File: config.mk
export PLATFORM = sky130hd
export DESIGN_NAME = mock_tss_lanes
export DESIGN_NICKNAME = d
export VERILOG_FILES = /design/src/rtl/llki_pkg.sv /design/src/rtl/mock_tss_key_fsm_p.sv /design/src/rtl/mock_tss_lanes.sv
export SDC_FILE = /design/constraint.sdc
export NUM_CORES = 1
export LEC_CHECK = 0
export BUFFER_PORTS_ARGS = -buffer_cell sky130_fd_sc_hd__buf_2
export CORE_MARGIN = 8
export CORE_UTILIZATION = 54
export CTS_CLUSTER_SIZE = 20
export DETAILED_ROUTE_END_ITERATION = 8
export PLACE_DENSITY = 0.79
export SYNTH_ARGS = -nofsm -noshare
export SYNTH_HDL_FRONTEND = slang
export SYNTH_HIERARCHICAL = 1
export SYNTH_SLANG_ARGS = --single-unit
File: constraint.sdc
create_clock -name clk -period 8.32 [get_ports clk]
set_input_delay 0.416 -clock clk [delete_from_list [all_inputs] [get_ports clk]]
set_output_delay 0.416 -clock clk [all_outputs]
set_load 0.01 [all_outputs]
File: src/rtl/llki_pkg.sv
// Shared LLKI definitions: key word width, key FSM state encoding and per-core mock TSS keys.
package llki_pkg;

  localparam int unsigned LLKI_KEY_WORD_WIDTH = 64;

  typedef enum logic [1:0] {
    ST_IDLE,
    ST_LOAD,
    ST_KEYED,
    ST_CLEAR
  } llki_state_e;

  // Word 0 is the rightmost element; each array converts directly to a flat MOCK_KEY value.
  localparam int unsigned MOCK_TSS_AES_NUM_KEY_WORDS = 2;
  localparam logic [MOCK_TSS_AES_NUM_KEY_WORDS-1:0][LLKI_KEY_WORD_WIDTH-1:0] MOCK_TSS_AES_KEY = {
    64'h0123_4567_89AB_CDEF,
    64'hFEDC_BA98_7654_3210
  };

  localparam int unsigned MOCK_TSS_SHA256_NUM_KEY_WORDS = 1;
  localparam logic [MOCK_TSS_SHA256_NUM_KEY_WORDS-1:0][LLKI_KEY_WORD_WIDTH-1:0] MOCK_TSS_SHA256_KEY = {
    64'hA5A5_5A5A_0F0F_F0F0
  };

  localparam int unsigned MOCK_TSS_DES3_NUM_KEY_WORDS = 3;
  localparam logic [MOCK_TSS_DES3_NUM_KEY_WORDS-1:0][LLKI_KEY_WORD_WIDTH-1:0] MOCK_TSS_DES3_KEY = {
    64'h1357_9BDF_2468_ACE0,
    64'hC001_D00D_BEEF_CAFE,
    64'h0F1E_2D3C_4B5A_6978
  };

endpackage

File: src/rtl/mock_tss_key_fsm_p.sv
// LLKI discrete key loader: accepts KEY_WORDS words into the key register, and zeroizes
// it one word per cycle on a clear request.
module mock_tss_key_fsm_p
  import llki_pkg::*;
#(
  parameter int unsigned KEY_WORDS = 4
) (
  input  logic                                     clk,
  input  logic                                     rst,
  input  logic [LLKI_KEY_WORD_WIDTH-1:0]           i_key_data,
  input  logic                                     i_key_valid,
  output logic                                     o_key_ready,
  output logic                                     o_key_complete,
  input  logic                                     i_clear_key,
  output logic                                     o_clear_key_ack,
  output logic [$clog2(KEY_WORDS+1)-1:0]           o_word_cnt,
  output logic [KEY_WORDS*LLKI_KEY_WORD_WIDTH-1:0] o_key
);

  localparam int unsigned CW = $clog2(KEY_WORDS + 1);
  localparam logic [CW-1:0] LAST = CW'(KEY_WORDS - 1);

  llki_state_e r_state;
  llki_state_e w_next_state;
  logic [KEY_WORDS-1:0][LLKI_KEY_WORD_WIDTH-1:0] r_key;
  logic [CW-1:0] r_word_cnt;
  logic [CW-1:0] r_clr_idx;
  logic          r_ready;
  logic          r_complete;
  logic          r_ack;
  logic          w_clear_start;
  logic          w_accept;

  // Clear outranks a same-cycle word; r_ready already tracks IDLE/LOAD.
  always_comb begin
    w_next_state  = r_state;
    w_clear_start = i_clear_key && (r_state != ST_CLEAR);
    w_accept      = i_key_valid && r_ready && !w_clear_start;
    case (r_state)
      ST_IDLE, ST_LOAD: begin
        if (w_clear_start)  w_next_state = ST_CLEAR;
        else if (w_accept)  w_next_state = (r_word_cnt == LAST) ? ST_KEYED : ST_LOAD;
      end
      ST_KEYED: if (w_clear_start) w_next_state = ST_CLEAR;
      ST_CLEAR: if (r_clr_idx == LAST) w_next_state = ST_IDLE;
      default:  w_next_state = ST_IDLE;
    endcase
  end

  always_ff @(posedge clk or posedge rst) begin
    if (rst) r_state <= ST_IDLE;
    else     r_state <= w_next_state;
  end

  always_ff @(posedge clk or posedge rst) begin
    if (rst) begin
      r_key      <= '0;
      r_word_cnt <= '0;
      r_clr_idx  <= '0;
      r_ready    <= 1'b0;
      r_complete <= 1'b0;
      r_ack      <= 1'b0;
    end else begin
      r_ready    <= (w_next_state == ST_IDLE) || (w_next_state == ST_LOAD);
      r_complete <= (w_next_state == ST_KEYED);
      r_ack      <= (r_state == ST_CLEAR) && (r_clr_idx == LAST);
      if (w_accept) begin
        for (int unsigned w = 0; w < KEY_WORDS; w++)
          if (CW'(w) == r_word_cnt) r_key[w] <= i_key_data;
        r_word_cnt <= r_word_cnt + CW'(1);
      end
      if (w_clear_start) begin
        r_clr_idx <= '0;
      end else if (r_state == ST_CLEAR) begin
        for (int unsigned w = 0; w < KEY_WORDS; w++)
          if (CW'(w) == r_clr_idx) r_key[w] <= '0;
        r_clr_idx <= r_clr_idx + CW'(1);
        if (r_clr_idx == LAST) r_word_cnt <= '0;
      end
    end
  end

  assign o_key_ready     = r_ready;
  assign o_key_complete  = r_complete;
  assign o_clear_key_ack = r_ack;
  assign o_word_cnt      = r_word_cnt;
  assign o_key           = r_key;

endmodule

File: src/rtl/mock_tss_lanes.sv
// Mock TSS front-end: LLKI key loader plus a registered per-lane XOR mask on the core data path.
module mock_tss_lanes
  import llki_pkg::*;
#(
  parameter int unsigned KEY_WORDS  = 4,
  parameter int unsigned DATA_WIDTH = 32,
  parameter int unsigned NUM_LANES  = 2,
  parameter logic [KEY_WORDS*LLKI_KEY_WORD_WIDTH-1:0] MOCK_KEY = '0,
  parameter logic KEY_GATE = 1'b1
) (
  input  logic                              clk,
  input  logic                              rst,
  input  logic                              in_valid,
  input  logic [NUM_LANES*DATA_WIDTH-1:0]   in_data,
  output logic                              out_valid,
  output logic [NUM_LANES*DATA_WIDTH-1:0]   out_data,
  input  logic [LLKI_KEY_WORD_WIDTH-1:0]    llkid_key_data,
  input  logic                              llkid_key_valid,
  output logic                              llkid_key_ready,
  output logic                              llkid_key_complete,
  input  logic                              llkid_clear_key,
  output logic                              llkid_clear_key_ack,
  output logic [$clog2(KEY_WORDS+1)-1:0]    key_word_cnt
);

  logic [KEY_WORDS*LLKI_KEY_WORD_WIDTH-1:0] w_key;
  logic [KEY_WORDS*LLKI_KEY_WORD_WIDTH-1:0] w_eff_key;
  logic [NUM_LANES*DATA_WIDTH-1:0]          w_mask;
  logic [NUM_LANES*DATA_WIDTH-1:0]          r_out_data;
  logic                                     r_out_valid;
  logic                                     w_unused_key_bits;

  mock_tss_key_fsm_p #(
    .KEY_WORDS(KEY_WORDS)
  ) u_key_fsm (
    .clk            (clk),
    .rst            (rst),
    .i_key_data     (llkid_key_data),
    .i_key_valid    (llkid_key_valid),
    .o_key_ready    (llkid_key_ready),
    .o_key_complete (llkid_key_complete),
    .i_clear_key    (llkid_clear_key),
    .o_clear_key_ack(llkid_clear_key_ack),
    .o_word_cnt     (key_word_cnt),
    .o_key          (w_key)
  );

  assign w_eff_key = MOCK_KEY ^ w_key;

  // Lanes reuse key words round-robin; only the low DATA_WIDTH bits of each word matter.
  for (genvar g = 0; g < NUM_LANES; g++) begin : g_lane
    assign w_mask[g*DATA_WIDTH +: DATA_WIDTH] =
      w_eff_key[(g % KEY_WORDS)*LLKI_KEY_WORD_WIDTH +: DATA_WIDTH];
  end

  assign w_unused_key_bits = ^w_eff_key;

  always_ff @(posedge clk or posedge rst) begin
    if (rst) begin
      r_out_valid <= 1'b0;
      r_out_data  <= '0;
    end else begin
      r_out_valid <= in_valid;
      if (in_valid)
        r_out_data <= (KEY_GATE && !llkid_key_complete) ? '0 : (in_data ^ w_mask);
    end
  end

  assign out_valid = r_out_valid;
  assign out_data  = r_out_data;

endmodule

# Word level (Yosys, flattened, before mapping)

Cells that the tools add are included.

Add/sub/neg operators: 2
Equal/unequal tests: 14
Multiplexer cells: 24
Bitwise operators: 1
Reductions and logical operators: 12

Operator list:

| cell                  | number |
|---|---|
| $mux W256             | 3 |
| $mux W64              | 9 |
| $xor A64 B64 Y64      | 1 |
| $mux W3               | 6 |
| $eq A2 B3 Y1 const A  | 4 |
| $mux W2               | 5 |
| $add A3 B1 Y3 const B | 2 |
| $eq A1 B3 Y1 const A  | 2 |
| $eq A2 B2 Y1 const B  | 3 |
| $eq A3 B2 Y1 const B  | 2 |
| $logic_not A3 Y1      | 2 |
| $pmux W2 S3           | 1 |
| $eq A2 B1 Y1 const B  | 2 |
| $logic_and A1 B1 Y1   | 4 |
| $logic_not A2 Y1      | 2 |
| $ne A2 B2 Y1 const B  | 1 |
| $reduce_bool A2 Y1    | 1 |
| $reduce_or A2 Y1      | 1 |
| $logic_not A1 Y1      | 1 |
| $logic_or A1 B1 Y1    | 1 |

Bits in registers: 332
Input port bits: 133
Output and inout bits: 71
Word-level logic and storage cells: 65

# Depth between registers and ports, before layout

Word-level depth: 9
Mapped depth: 7
Mapped depth without buffers: 6

# Modules after synthesis

Netlist, hierarchy kept.

Modules (own cells, without submodules):

| module             | instances | cells each | area each (µm²) | sequential area each (µm²) |
|---|---|---|---|---|
| mock_tss_key_fsm_p | 1         | 1,239      | 11,711.2        | 6,681.4 |
| mock_tss_lanes     | 1         | 272        | 3,417.0         | 1,626.6 |

# Worst setup path before layout

OpenSTA, ideal clock, no wires.

Path kind: register -> register
From: register u_key_fsm.r_clr_idx[0]
To: register u_key_fsm.r_complete, in the netlist u_key_fsm/o_key_complete
Library setup time: 124 ps
Arrival: 1,469 ps
Required time: 8,196 ps
Setup slack: 6,727 ps
Cell stages (with the launch flop): 7
Buffers on the path: 2
Clock period less this slack: 1,593 ps
Path through: dfrtp_1 ha_1 ha_1 and3_1 buf_2 buf_4 o31a_1

Longest elaborated chain between the ends: 4

Ends and longest elaborated chain:

| element                | RTL line                 | RTL |
|---|---|---|
| start, declared        | mock_tss_key_fsm_p.sv:27 | `logic [CW-1:0] r_clr_idx;` |
| start signal, assigned | mock_tss_key_fsm_p.sv:77 | `r_clr_idx <= r_clr_idx + CW'(1);` |
| $eq A3 B2 Y1           | mock_tss_key_fsm_p.sv:45 | `ST_CLEAR: if (r_clr_idx == LAST) w_next_state = ST_IDLE;` |
| $mux W2                | mock_tss_key_fsm_p.sv:45 |  |
| $pmux W2 S3            | mock_tss_key_fsm_p.sv:39 | `case (r_state)` |
| $eq A2 B2 Y1           | mock_tss_key_fsm_p.sv:65 | `r_complete <= (w_next_state == ST_KEYED);` |
| end signal, assigned   | mock_tss_key_fsm_p.sv:65 |  |
| end, declared          | mock_tss_key_fsm_p.sv:29 | `logic r_complete;` |

No other way between the ends.
A chain may end at the register's enable or synchronous reset.

# Final worst setup path

From: register u_key_fsm.r_word_cnt[1], in the netlist u_key_fsm/o_word_cnt[1]
To: register u_key_fsm.r_key (netlist bit u_key_fsm/o_key[74])

Longest elaborated chain between the ends: 6

Ends and longest elaborated chain:

| element                       | RTL line                 | RTL |
|---|---|---|
| start, declared               | mock_tss_key_fsm_p.sv:26 | `logic [CW-1:0] r_word_cnt;` |
| start signal, assigned        | mock_tss_key_fsm_p.sv:70 | `r_word_cnt <= r_word_cnt + CW'(1);` |
| $eq A1 B3 Y1 (*)              | mock_tss_key_fsm_p.sv:69 | `if (CW'(w) == r_word_cnt) r_key[w] <= i_key_data;` |
| $mux W64 (*)                  | mock_tss_key_fsm_p.sv:69 |  |
| $mux W256 (*)                 | mock_tss_key_fsm_p.sv:67 | `if (w_accept) begin` |
| $mux W64                      | mock_tss_key_fsm_p.sv:76 | `if (CW'(w) == r_clr_idx) r_key[w] <= '0;` |
| $mux W256                     | mock_tss_key_fsm_p.sv:74 | `end else if (r_state == ST_CLEAR) begin` |
| $mux W256 (*)                 | mock_tss_key_fsm_p.sv:72 | `if (w_clear_start) begin` |
| end signal, assigned by index | mock_tss_key_fsm_p.sv:69 |  |
| end, declared                 | mock_tss_key_fsm_p.sv:25 | `logic [KEY_WORDS-1:0][LLKI_KEY_WORD_WIDTH-1:0] r_key;` |

Mark *: on every way between the ends. The rest lies on a longest branch, timed or not.

==> flow_results.xml <==
<?xml version="1.0" encoding="UTF-8"?>
<metrics>
  <group name="global_routing">
    <metric name="antenna_found_initial" unit="">0</metric>
    <metric name="globalRouteTotalUtil" unit="%">21.9</metric>
    <metric name="first_global_vias" unit="">5818</metric>
    <metric name="globalRoute.totalOverflow" unit="">0</metric>
    <metric name="grt_pass1_wl" unit="microns">28400</metric>
    <metric name="grt_start_max_net_pins" unit="">76</metric>
  </group>
  <group name="power_and_ir_drop">
    <metric name="power_per_cell_area" unit="nW/um^2">319</metric>
    <metric name="vdd_drop_max" unit="V">0.000198</metric>
    <metric name="static-leakage-power" unit="uW">0.00376</metric>
  </group>
  <group name="yosys">
    <metric name="synth.net_count" unit="">786</metric>
    <metric name="synth_area_per_cell" unit="sq um">10.8</metric>
    <metric name="synth-warning-count" unit="">6</metric>
    <metric name="postSynthCellCount" unit="">643</metric>
    <metric name="netlist_area" unit="sq um">6920</metric>
  </group>
  <group name="critical_path">
    <metric name="r2r_end" unit="">u_key_fsm/o_key[74]</metric>
    <metric name="worstPathRequired" unit="ns">8.66</metric>
    <metric name="reg2regPathDepth" unit="">5</metric>
    <metric name="worst_ep_arrival_time" unit="ns">2.66</metric>
    <metric name="worst-setup-path-type" unit="">flop to flop</metric>
    <metric name="critical_path.max_fanout" unit="">32</metric>
    <metric name="setup.worst_path.start_class" unit="">flop</metric>
    <metric name="cp_endpoint_kind" unit="">flop</metric>
    <metric name="timing.rr.start" unit="">u_key_fsm/o_word_cnt[1]</metric>
    <metric name="worst-r2r-setup-slack" unit="ns">6.00</metric>
  </group>
  <group name="finish">
    <metric name="proportion_of_layout_cells_with_a_drive_suffix_above_1" unit="%">34.7</metric>
    <metric name="diodes" unit="">0</metric>
    <metric name="net_total_in_the_final_layout" unit="">922</metric>
    <metric name="fillerInstances" unit="">1014</metric>
    <metric name="fin_util" unit="%">65.2</metric>
    <metric name="areaGrowthSynthToFinish" unit="%">18.5</metric>
  </group>
  <group name="sta">
    <metric name="slew_viol_final" unit="">0</metric>
    <metric name="finalHoldViolCount" unit="">0</metric>
    <metric name="clock.fmax" unit="GHz">0.432</metric>
    <metric name="tns" unit="ns">0</metric>
    <metric name="timing.final.setup_violations" unit="">0</metric>
    <metric name="layout_worst_path_cycle_share" unit="%">27.9</metric>
    <metric name="skew" unit="ns">0.00529</metric>
    <metric name="post-route-min-period" unit="ns">2.32</metric>
    <metric name="timing_worst_slew_pin_value" unit="ns">1.31</metric>
    <metric name="rsz0062_at_grt" unit="">false</metric>
    <metric name="timing.max_slew.rel_slack" unit="%">12.5</metric>
  </group>
  <group name="route">
    <metric name="number_of_detailed_routing_iterations_run_before_antenna_repair" unit="">5</metric>
    <metric name="post_drt_wl_per_cell" unit="microns">18.3</metric>
    <metric name="finalWirelength" unit="microns">17700</metric>
    <metric name="drc" unit="">0</metric>
    <metric name="ant_nets" unit="">0</metric>
    <metric name="routed_via_density" unit="">5.52</metric>
    <metric name="detailed_route_iter0_violations" unit="">291</metric>
    <metric name="via_count" unit="">5319</metric>
  </group>
  <group name="die">
    <metric name="fp.dieW" unit="microns">129</metric>
    <metric name="floorplan.rows" unit="">41</metric>
    <metric name="floorplan.initialDensity" unit="%">55.0</metric>
    <metric name="floorplan.core_area" unit="sq um">12600</metric>
    <metric name="die_height" unit="microns">129</metric>
    <metric name="die_area" unit="sq um">16700</metric>
    <metric name="io_pins" unit="">204</metric>
  </group>
  <group name="placed_design">
    <metric name="gp_congestion" unit="">0.818</metric>
    <metric name="numPortBuffers" unit="">171</metric>
    <metric name="dpl_hpwl" unit="microns">11900</metric>
  </group>
  <group name="clock_network">
    <metric name="cts_setup_buffers" unit="">0</metric>
    <metric name="ctsHoldBuffers" unit="">0</metric>
    <metric name="cts.sink_count" unit="">140</metric>
    <metric name="clockRootBuffer" unit="">clkbuf_16</metric>
    <metric name="clk_path_buf_depth" unit="">2</metric>
    <metric name="clock_network_latency_to_the_later_pin_of_the_worst_skew_pair" unit="ns">0.42</metric>
    <metric name="tritoncts" unit="">yes</metric>
    <metric name="cts-buffers-inserted" unit="">17</metric>
    <metric name="clkTransAtPathRegs" unit="ns">0.06</metric>
    <metric name="htreeDepth" unit="">4</metric>
    <metric name="post_cts_resize_count" unit="">0</metric>
  </group>
  <group name="outcome">
    <metric name="run_status" unit="">finished clean</metric>
  </group>
  <group name="run">
    <metric name="drv.max_cap_violation_count" unit="">0</metric>
  </group>
  <group name="worst_hold_path">
    <metric name="hold_path.class" unit="">input pin to flop</metric>
    <metric name="timing.hold.worst_endpoint" unit="">u_key_fsm/o_key[29]</metric>
    <metric name="hold_start" unit="">llkid_key_data[29]</metric>
    <metric name="worst_hold_depth" unit="">3</metric>
  </group>
</metrics>
[critical path, stage by stage (launching register included)]
cell and delay, ns:
dfrtp_1 0.43, inv_1 0.10, ha_1 0.18, and4b_1 1.09
nand3_1 0.23, a21oi_1 0.20
[placed cells by master, fill, tap and decap left out, drive strengths merged, types with 4 or more instances in the layout]
| cell | n |
|---|---|
| a21oi | 67 |
| clkinv | 6 |
| buf | 179 |
| o22ai | 64 |
| clkbuf | 25 |
| o21ai | 69 |
| ha | 10 |
| xnor2 | 64 |
| nand3 | 66 |
| dfrtp | 140 |
| nand2 | 4 |
| inv | 72 |
[through the flow]
stage | hold slack (ns) | std cells | power, uW | area (sq um) | setup slack, ns
floorplan | 0.447 | 643 | 1660 | 6920 | 5.99
global placement | 0.511 | 931 | 1820 | 7590 | 5.82
detailed placement | 0.523 | 931 | 1870 | 7590 | 5.74
CTS | 0.241 | 963 | 2630 | 8190 | 5.77
global route | 0.248 | 964 | 2770 | 8200 | 5.84
finish | 0.258 | 964 | 2620 | 8200 | 6.00
[layer usage]
layer | track usage [%] | vias up | part of all wire (%)
met5 | 0 | - | 0
met4 | 8.91 | 0 | 1.7
met3 | 6.57 | 30 | 8.1
met2 | 37.4 | 198 | 51
met1 | 25.0 | 2636 | 39
li1 | - | 2455 | -
[how the worst max path moves through the flow]
stage                                            to  cells past startpoint  slack [ns]                     from
after floorplan           u_key_fsm/o_clear_key_ack                      1        5.99                      rst
after global placement                 out_data[24]                      3        5.82                 in_valid
after detailed placement               out_data[15]                      3        5.74                 in_valid
after CTS                       u_key_fsm/o_key[79]                      5        5.77  u_key_fsm/o_word_cnt[1]
after global routing            u_key_fsm/o_key[83]                      5        5.84  u_key_fsm/o_word_cnt[1]
final                           u_key_fsm/o_key[74]                      5        6.00  u_key_fsm/o_word_cnt[1]
[report_power, final]
part | switching (uW) | leakage, uW | internal [uW]
clock | 272 | 0.000297 | 478
combinational | 490 | 0.00156 | 350
sequential | 148 | 0.00191 | 877
total | 911 | 0.00376 | 1710
[cell type report]
type	count	area (sq um)	area share [%]
clock inverters	7	85.1	1.04
clock buffers	25	505	6.16
flip-flops and latches	140	3500	42.7
multi-input cells	368	2690	32.8
well taps	172	215	2.62
repair buffers	179	926	11.3
inverters	73	275	3.36
[registers in the layout (all words and copies together) (netlist names)]
name,count
u_key_fsm/o_clear_key_ack,1
u_key_fsm/o_key,64
out_valid,1
u_key_fsm/r_clr_idx,3
out_data,64
u_key_fsm/o_key_complete,1
u_key_fsm/o_word_cnt,3
u_key_fsm/o_key_ready,1
u_key_fsm/r_state,2
Note: power is estimated with default switching activity, not from simulation.
